<file path="src/rtl/data_ram_arbiter.sv">
// Arbiter sharing the single-port data_ram between the CPU data port (priority) and a DMA master.
// Define ARB_PERF_CNT_EN to add saturating conflict/force performance counters.
module data_ram_arbiter #(
    parameter int unsigned STARVE_LIMIT = 8,
    parameter int unsigned CNT_W        = 4
) (
    input  logic        clk,
    input  logic        rst,

    input  logic        cpu_ce_i,
    input  logic        cpu_we_i,
    input  logic [31:0] cpu_addr_i,
    input  logic [3:0]  cpu_sel_i,
    input  logic [31:0] cpu_data_i,
    output logic [31:0] cpu_data_o,
    output logic        cpu_stall_o,

    input  logic        dma_req_i,
    input  logic        dma_we_i,
    input  logic [31:0] dma_addr_i,
    input  logic [3:0]  dma_sel_i,
    input  logic [31:0] dma_wdata_i,
    output logic        dma_ack_o,
    output logic [31:0] dma_rdata_o,

    output logic        ram_ce_o,
    output logic        ram_we_o,
    output logic [31:0] ram_addr_o,
    output logic [3:0]  ram_sel_o,
    output logic [31:0] ram_data_o,
    input  logic [31:0] ram_data_i,

    output logic [1:0]  owner_o
`ifdef ARB_PERF_CNT_EN
    ,
    output logic [15:0] conflict_cnt_o,
    output logic [15:0] force_cnt_o
`endif
);

    typedef enum logic {
        ST_NORMAL = 1'b0,
        ST_FORCE  = 1'b1
    } state_e;

    typedef enum logic [1:0] {
        OWN_NONE = 2'b00,
        OWN_CPU  = 2'b01,
        OWN_DMA  = 2'b10
    } owner_e;

    localparam logic             FORCE_EN = (STARVE_LIMIT != 0);
    localparam logic [CNT_W-1:0] CNT_MAX  = '1;
    localparam logic [CNT_W-1:0] FORCE_AT = (STARVE_LIMIT == 0) ? '0 : CNT_W'(STARVE_LIMIT - 1);

    state_e            state_q;
    logic [CNT_W-1:0]  wait_cnt_q;
    logic              dma_ack_q;
    logic [31:0]       dma_rdata_q;

    owner_e            owner;
    logic              eligible;
    logic              conflict;

    // The ack cycle is not eligible, so the master may retarget or drop its request then.
    assign eligible = dma_req_i && !dma_ack_q;
    assign conflict = eligible && (owner == OWN_CPU);

    always_comb begin
        // NOTE: every path assigns owner because of this default, so no latch is inferred.
        owner = OWN_NONE;
        if (!rst) begin
            owner = OWN_NONE;
        end else if (state_q == ST_FORCE) begin
            owner = eligible ? OWN_DMA : OWN_NONE;
        end else if (cpu_ce_i) begin
            owner = OWN_CPU;
        end else if (eligible) begin
            owner = OWN_DMA;
        end
    end

    always_comb begin
        ram_ce_o   = 1'b0;
        ram_we_o   = 1'b0;
        ram_addr_o = '0;
        ram_sel_o  = '0;
        ram_data_o = '0;
        unique case (owner)
            OWN_CPU: begin
                ram_ce_o   = 1'b1;
                ram_we_o   = cpu_we_i;
                ram_addr_o = cpu_addr_i;
                ram_sel_o  = cpu_sel_i;
                ram_data_o = cpu_data_i;
            end
            OWN_DMA: begin
                ram_ce_o   = 1'b1;
                ram_we_o   = dma_we_i;
                ram_addr_o = dma_addr_i;
                ram_sel_o  = dma_sel_i;
                ram_data_o = dma_wdata_i;
            end
            default: ;
        endcase
    end

    assign owner_o     = owner;
    assign cpu_data_o  = ram_data_i;
    assign cpu_stall_o = (state_q == ST_FORCE);
    assign dma_ack_o   = dma_ack_q;
    assign dma_rdata_o = dma_rdata_q;

    always_ff @(posedge clk or negedge rst) begin
        // NOTE: sequential state uses non-blocking assignments so every register samples pre-edge values.
        if (!rst) begin
            state_q     <= ST_NORMAL;
            wait_cnt_q  <= '0;
            dma_ack_q   <= 1'b0;
            dma_rdata_q <= '0;
        end else begin
            dma_ack_q <= (owner == OWN_DMA);
            if (owner == OWN_DMA) begin
                dma_rdata_q <= ram_data_i;
            end

            unique case (state_q)
                ST_FORCE: begin
                    state_q    <= ST_NORMAL;
                    wait_cnt_q <= '0;
                end
                default: begin
                    if (conflict) begin
                        if (wait_cnt_q != CNT_MAX) begin
                            wait_cnt_q <= wait_cnt_q + 1'b1;
                        end
                        if (FORCE_EN && (wait_cnt_q == FORCE_AT)) begin
                            state_q <= ST_FORCE;
                        end
                    end else if ((owner == OWN_DMA) || !dma_req_i) begin
                        wait_cnt_q <= '0;
                    end
                end
            endcase
        end
    end

`ifdef ARB_PERF_CNT_EN
    logic [15:0] conflict_cnt_q;
    logic [15:0] force_cnt_q;

    always_ff @(posedge clk or negedge rst) begin
        if (!rst) begin
            conflict_cnt_q <= '0;
            force_cnt_q    <= '0;
        end else begin
            if (conflict && (conflict_cnt_q != 16'hFFFF)) begin
                conflict_cnt_q <= conflict_cnt_q + 16'd1;
            end
            if ((state_q == ST_FORCE) && (force_cnt_q != 16'hFFFF)) begin
                force_cnt_q <= force_cnt_q + 16'd1;
            end
        end
    end

    assign conflict_cnt_o = conflict_cnt_q;
    assign force_cnt_o    = force_cnt_q;
`endif

endmodule
</file>
<file path="config.mk">
export PLATFORM = sky130hd
export DESIGN_NAME = data_ram_arbiter
export DESIGN_NICKNAME = d
export VERILOG_FILES = /design/src/rtl/data_ram_arbiter.sv
export SDC_FILE = /design/constraint.sdc
export NUM_CORES = 1
export LEC_CHECK = 0
export ABC_AREA = 1
export BUFFER_PORTS_ARGS = -buffer_cell sky130_fd_sc_hd__clkbuf_2
export CAP_MARGIN = 20
export CORE_AREA = 10 10 113 115
export DETAILED_ROUTE_END_ITERATION = 10
export DIE_AREA = 0 0 123 125
export PLACE_DENSITY_LB_ADDON = 0.1
export SETUP_SLACK_MARGIN = 0.4
export SYNTH_ARGS = -nofsm -noshare
export SYNTH_HDL_FRONTEND = slang
export SYNTH_SLANG_ARGS = --single-unit
export TNS_END_PERCENT = 50
</file>
<file path="constraint.sdc">
create_clock -name clk -period 2 [get_ports clk]
set_input_delay 0 -clock clk [delete_from_list [all_inputs] [get_ports clk]]
set_output_delay 0 -clock clk [all_outputs]
set_load 0.1 [all_outputs]
</file>
==> results of run 1 <==
## report_power, final
part,switching (mW),internal [mW],total (mW)
sequential,0.0885,0.922,1.01
clock,0.269,0.277,0.546
combinational,2.33,0.821,3.15
## cell families after synthesis
kind of cell / after synthesis / share of synthesized area, %
fa+ha+maj: 4 / 1.75
simple gates: 169 / 23.6
mux: 32 / 12.6
flops: 38 / 33.3
compound gates: 70 / 12.4
buf+inv: 72 / 16.3
## cell usage in the layout (no fill, tap or decap)
cell type / count
clkbuf_2: 239
nand2_1: 130
buf_12: 80
a21oi_4: 69
dfrtp_1: 36
dlygate4sd3_1: 33
mux2_4: 23
nand2_2: 18
buf_4: 10
mux2_2: 9
inv_1: 8
clkbuf_8: 6
clkbuf_16: 6
nand3_1: 5
nor2_1: 4
nand4_1: 4
buf_6: 4
diode_2: 3
ha_4: 3
buf_16: 3
clkinvlp_4: 2
nand2_4: 2
inv_2: 2
dfrtp_4: 2
inv_4: 1
nor2_4: 1
nor3_4: 1
nand3_4: 1
nor3_1: 1
nand3_2: 1
o21ai_2: 1
or2_2: 1
ha_1: 1
clkinv_2: 1
## synth_stat cells
library cell	instances	area, um^2
a21oi_1	69	345
buf_2	13	65.1
buf_4	34	255
buf_6	7	78.8
clkbuf_1	6	22.5
dfrtp_1	38	951
ha_1	4	50.1
inv_1	11	41.3
inv_2	1	3.75
mux2_2	32	360
nand2_1	150	563
nand3_1	5	25.0
nand3_2	1	10.0
nand3_4	1	17.5
nand4_1	4	25.0
nor2_1	5	18.8
nor3_1	2	10.0
o21ai_2	1	8.76
or2_2	1	6.26
## final cells by class
cell class                 count  area share (%)
antenna                        3           0.104
clock buffer                   6            1.15
clock inverter                 2           0.174
inverter                      12           0.714
multi-input combinational    275            33.7
sequential                    38            13.3
tap                          140            2.44
timing repair buffer         375            48.4
## repair_timing
item	in CTS	in global routing
endpoints found under the hold margin	70	0
gates resized for setup	39	9
hold buffers	33	0
buffers inserted	5	2
pin swaps	19	8
setup endpoints to repair	108	108
gates cloned	3	6
## how the worst max path moves through the flow
stage,to,slack (ns),cells after the start
5_1_grt,ram_data_o[0],-0.20,8
2_1_floorplan,ram_data_o[24],-0.98,9
6_report,ram_data_o[0],-0.10,8
3_3_place_gp,ram_data_o[11],0.03,8
3_5_place_dp,ram_addr_o[5],-0.03,8
4_1_cts,ram_data_o[11],-0.09,10
## critical path: stages (launching register included)
cell,delay [ns]
dfrtp_4,0.50
nor2_4,0.13
nor3_4,0.07
inv_1,0.10
ha_4,0.31
clkbuf_16,0.23
nand2_1,0.10
a21oi_4,0.18
buf_12,0.19
## per-layer routing
layer | track usage (%) | share of wire (%)
met1 | 21.5 | 35
met2 | 39.9 | 53
met3 | 6.93 | 9.8
met4 | 6.85 | 2.5
met5 | 0 | 0
## metrics by stage
step	cell area, um^2	util (%)	worst slack, ns	setup TNS (ns)	cells
2_1_floorplan	3790	-	-0.976	-86.88	385
3_3_place_gp	6290	59.3	0.0323	0	791
3_5_place_dp	6290	59.3	-0.0265	-0.151	791
4_1_cts	7000	66.0	-0.0943	-4.94	840
5_1_grt	7190	67.8	-0.205	-12.42	850
6_report	7190	67.8	-0.103	-4.28	851
## state kept, by name, summed over array words and instances (netlist names)
| name | flops |
|---|---|
| dma_ack_o | 1 |
| dma_rdata_o | 32 |
| wait_cnt_q | 4 |
| cpu_stall_o | 1 |
==> flow_summary.yaml, run 1 <==
timing:
  setup_viol: 69
  max_freq_mhz: 476
  slew_headroom_pct: 59.0
  min_period_over_period_pct: 105
  clock_skew_ns: 0.00443
  worst_pin_slew_ns: 0.618
  fin_crit_ns: 2.10
  whs_ns: 0.154
  slew_violations: 0
  hold_viol_final: 0
  grt_setup_unrepaired: "yes"
  setup_slack_ns: -0.103
global_routing:
  grt_pass1_vias: 4283
  grt_pass1_wl_mm: 25.8
  grt_usage_pct: 21.3
  grt_max_degree: 39
  antenna_found_initial: 2
  overflow: 0
pwr:
  irDropWorstVdd_v: 0.000864
  power_density_mw_per_mm2: 655
  leakage_nw: 3.08
  power_mw: 4.71
floorplan:
  io_pins: 312
  coreArea_mm2: 0.0106
  fp.dieW_um: 123
  start_util_pct: 27.0
  rows: 38
  die_h_um: 125
  dieArea_mm2: 0.0154
logic_synthesis:
  avgSynthCellArea_um2: 7.42
  synth_warnings: 0
  ys_types: 19
  yosysSeqAreaShare_pct: 33.3
  ys_ff_latch: 38
  synth_cells: 385
  syn_area_mm2: 0.00286
  syn_nets: 563
critical_path:
  crit_type: "reg -> out"
  reg2regPathDepth: 10
  cp-startpoint: "cpu_stall_o"
  crit_required_ns: 2.00
  cp-start-kind: "flop"
  r2r-end: "wait_cnt_q[0]"
  cp_data_arrival_time_ns: 2.10
  crit_path_end_kind: "output port"
  reg2reg_from: "dma_ack_o"
  crit_fanout: 11
  r2r_setup_slack_ns: 0.02
job:
  drv_cap: 0
route:
  drt.antenna.violating_nets: 0
  finalWirelength_mm: 17.9
  drcViolationCount: 0
  dr.first_iter.drc_count: 182
  vias: 3972
  firstDrtPassIters: 4
  wl_per_cell_um: 21.1
  viasPerCell: 4.67
min_path:
  min_path_type: "in -> reg"
  holdPathStages: 5
  hold_path_end: "wait_cnt_q[2]"
  hp-start: "dma_req_i"
layout:
  syn_to_final_growth_pct: 152
  drive_gt1_share_pct: 68.6
  seq_area_um2: 958
  n_fill_cell: 818
  nets: 885
  multiInputGateArea_mm2: 0.00242
status:
  status: "finished, violations left"
  violations: "negative setup slack"
clocking:
  cts-root-buf: "clkbuf_8"
  cts_tree: "built"
  numCtsBuffers: 5
  clk_pin_slew_ns: 0.07
  clock_latency_ns: 0.29
  clkSinkCount: 38
  cts_max_level: 2
  clock_path_buffers: 2
placed_design:
  post-dp-hpwl_mm: 13.9
  gp_congestion: 0.883
  portBuffers: 311
No activity file was read; power rests on OpenSTA's default activity.
==> inputs of run 2 (changes only) <==
Settings changed: ABC_AREA 1 to not set, CORE_AREA 10 10 113 115 to 10 10 112 114, DIE_AREA 0 0 123 125 to 0 0 122 124.
==> run 2 against run 1 <==
  * The run still ends with negative setup slack left
  * Total power grew 2.0%
  * Clock power up 16%
  * Utilization fell by 2.3 points
==> flow_summary.yaml, run 2 <==
status:
  status: "finished, violations left"
  violations: "negative setup slack"
critical_path:
  crit_required_ns: 2.00
  crit_path_end_kind: "output port"
  crit_top_cell: "buf_12"
  cp_data_arrival_time_ns: 2.20
  cp_cell_sequence: "or3_4 > clkinvlp_4 > ha_4 > buf_12 > a22oi_1 > nor2_4 > buf_12"
  cpPeakStageDelay_ns: 0.47
  crit_type: "reg -> out"
  crit_buf_inv: 3
  r2r_setup_slack_ns: 0.14
  crit_family: "simple AND/OR/NAND/NOR gates"
  cp-start-kind: "flop"
  crit_fanout: 29
  worst_path_max_delay_cell: "dfrtp_4"
pwr:
  power_density_mw_per_mm2: 717
  leakage_nw: 2.97
  power_mw: 4.80
  irDropWorstVdd_v: 0.000865
layout:
  mostFrequentLayoutCell: "clkbuf_2"
  n_fill_cell: 816
  syn_to_final_growth_pct: 148
  nets: 795
  largest_register_ffs: 32
  antenna_cells: 0
  final_cell_mix: "clkbuf_2, buf_12, nor2_4"
  drive_gt1_share_pct: 75.2
  fin_util_pct: 65.5
  finalNonFillerCells: 754
job:
  drv_cap: 0
clocking:
  clk_pin_slew_ns: 0.07
  cts_tree: "built"
  clock_latency_ns: 0.28
  numCtsBuffers: 5
  cts_max_level: 2
  cts-root-buf: "clkbuf_8"
  clock_path_buffers: 2
  clkSinkCount: 38
logic_synthesis:
  syn_nets: 479
  avgSynthCellArea_um2: 8.99
  synthArstFlopShare_pct: 100
  synth_edf_count: 0
  yosys.area.top_type: "dfrtp_1"
  ys_ff_latch: 38
  dominantRegCellSynth: "dfrtp_1"
  yosysSeqAreaShare_pct: 35.2
  synth_area_leaders: "dfrtp_1, a22oi_1, mux2_1"
  synth_top_area_share_pct: 35.2
  synth_common_cells: "a22oi_1, nor2_1, dfrtp_1"
  synth_cells: 301
  synth_warnings: 0
  ys_types: 27
  syn_area_mm2: 0.00271
route:
  drt.antenna.violating_nets: 0
  wl_per_cell_um: 21.0
  drcViolationCount: 0
  vias: 3544
  firstDrtPassIters: 4
  viasPerCell: 4.70
  dr.first_iter.drc_count: 174
  finalWirelength_mm: 15.8
placed_design:
  gp_congestion: 0.830
  portBuffers: 311
  post-dp-hpwl_mm: 12.6
  place_inst: 704
floorplan:
  start_util_pct: 26.4
  rows: 37
  dieArea_mm2: 0.0151
  coreArea_mm2: 0.0102
  fp.dieW_um: 122
  io_pins: 312
  die_h_um: 124
timing:
  slew_violations: 0
  setup_viol: 70
  fin_crit_ns: 2.20
  whs_ns: 0.192
  min_period_over_period_pct: 110
  slew_headroom_pct: 62.4
  clock_skew_ns: 0.00135
  worst_pin_slew_ns: 0.566
  max_freq_mhz: 454
  grt_setup_unrepaired: "yes"
  setup_slack_ns: -0.201
  hold_viol_final: 0
min_path:
  min_path_type: "in -> reg"
global_routing:
  overflow: 0
  grt_pass1_wl_mm: 22.6
  antenna_found_initial: 0
  grt_pass1_vias: 3803
  grt_usage_pct: 18.7
  grt_max_degree: 70
## run 2: cell families after synthesis
logic type | synth area share [%]
compound gates | 21.2
fa+ha+maj | 1.85
buf+inv | 14.9
flops | 35.2
mux | 13.3
simple gates | 13.5
## run 2: what timing repair did
| item | 4_1_cts | 5_1_grt |
|---|---|---|
| resized for setup | 43 | 9 |
| cloned | 1 | 3 |
| hold buffers | 33 | 0 |
| setup buffers | 4 | 1 |
| endpoints found under the hold margin | 70 | 0 |
| pin swaps | 6 | 8 |
| setup endpoints to repair | 109 | 109 |
## run 2: metal layers
| metal | vias up | GRT usage, % | wire [um] |
|---|---|---|---|
| met4 | 0 | 3.58 | 170 |
| li1 | 1678 | - | - |
| met2 | 173 | 36.1 | 8890 |
| met5 | - | 0 | 0 |
| met1 | 1681 | 20.1 | 5710 |
| met3 | 12 | 4.84 | 1070 |
## run 2: final cells by class
type	count	area [um^2]	share of cell area (%)
repair buffers	369	3360	50.1
multi-input cells	196	2050	30.7
flip-flops and latches	38	958	14.3
well taps	136	170	2.54
clock buffers	5	68.8	1.03
inverters	7	50.0	0.747
clock inverters	3	40.0	0.598
## run 2: path summary, 6_finish.rpt
check | from | endpoint | cells past startpoint
max | dma_ack_o | ram_addr_o[8] | 7
min | dma_req_i | wait_cnt_q[3] | 4
max reg2reg | dma_ack_o | wait_cnt_q[1] | 7
min reg2reg | dma_rdata_o[17] | dma_rdata_o[17] | 1
max in group asynchronous | rst | dma_rdata_o[21] | 3
min in group asynchronous | rst | dma_rdata_o[1] | 3
## run 2: tightest hold or removal path: stages
cell	delay [ns]
clkbuf_2	0.09
nor2b_1	0.18
o21ai_4	0.11
nor3b_2	0.05
## run 2: report_power, final
group	internal, mW	total, mW	switching, mW
Combinational	0.847	3.16	2.31
Clock	0.367	0.635	0.268
Sequential	0.921	1.01	0.0841
Total	2.14	4.80	2.67
## run 2: stage by stage
stage | setup TNS (ns) | setup slack [ns] | instance area (um^2)
finish | -11.95 | -0.201 | 6700
global route | -18.23 | -0.299 | 6700
CTS | -13.30 | -0.220 | 6580
detailed placement | 0 | 0.0996 | 5920
global placement | 0 | 0.122 | 5920
floorplan | -60.83 | -0.631 | 3470
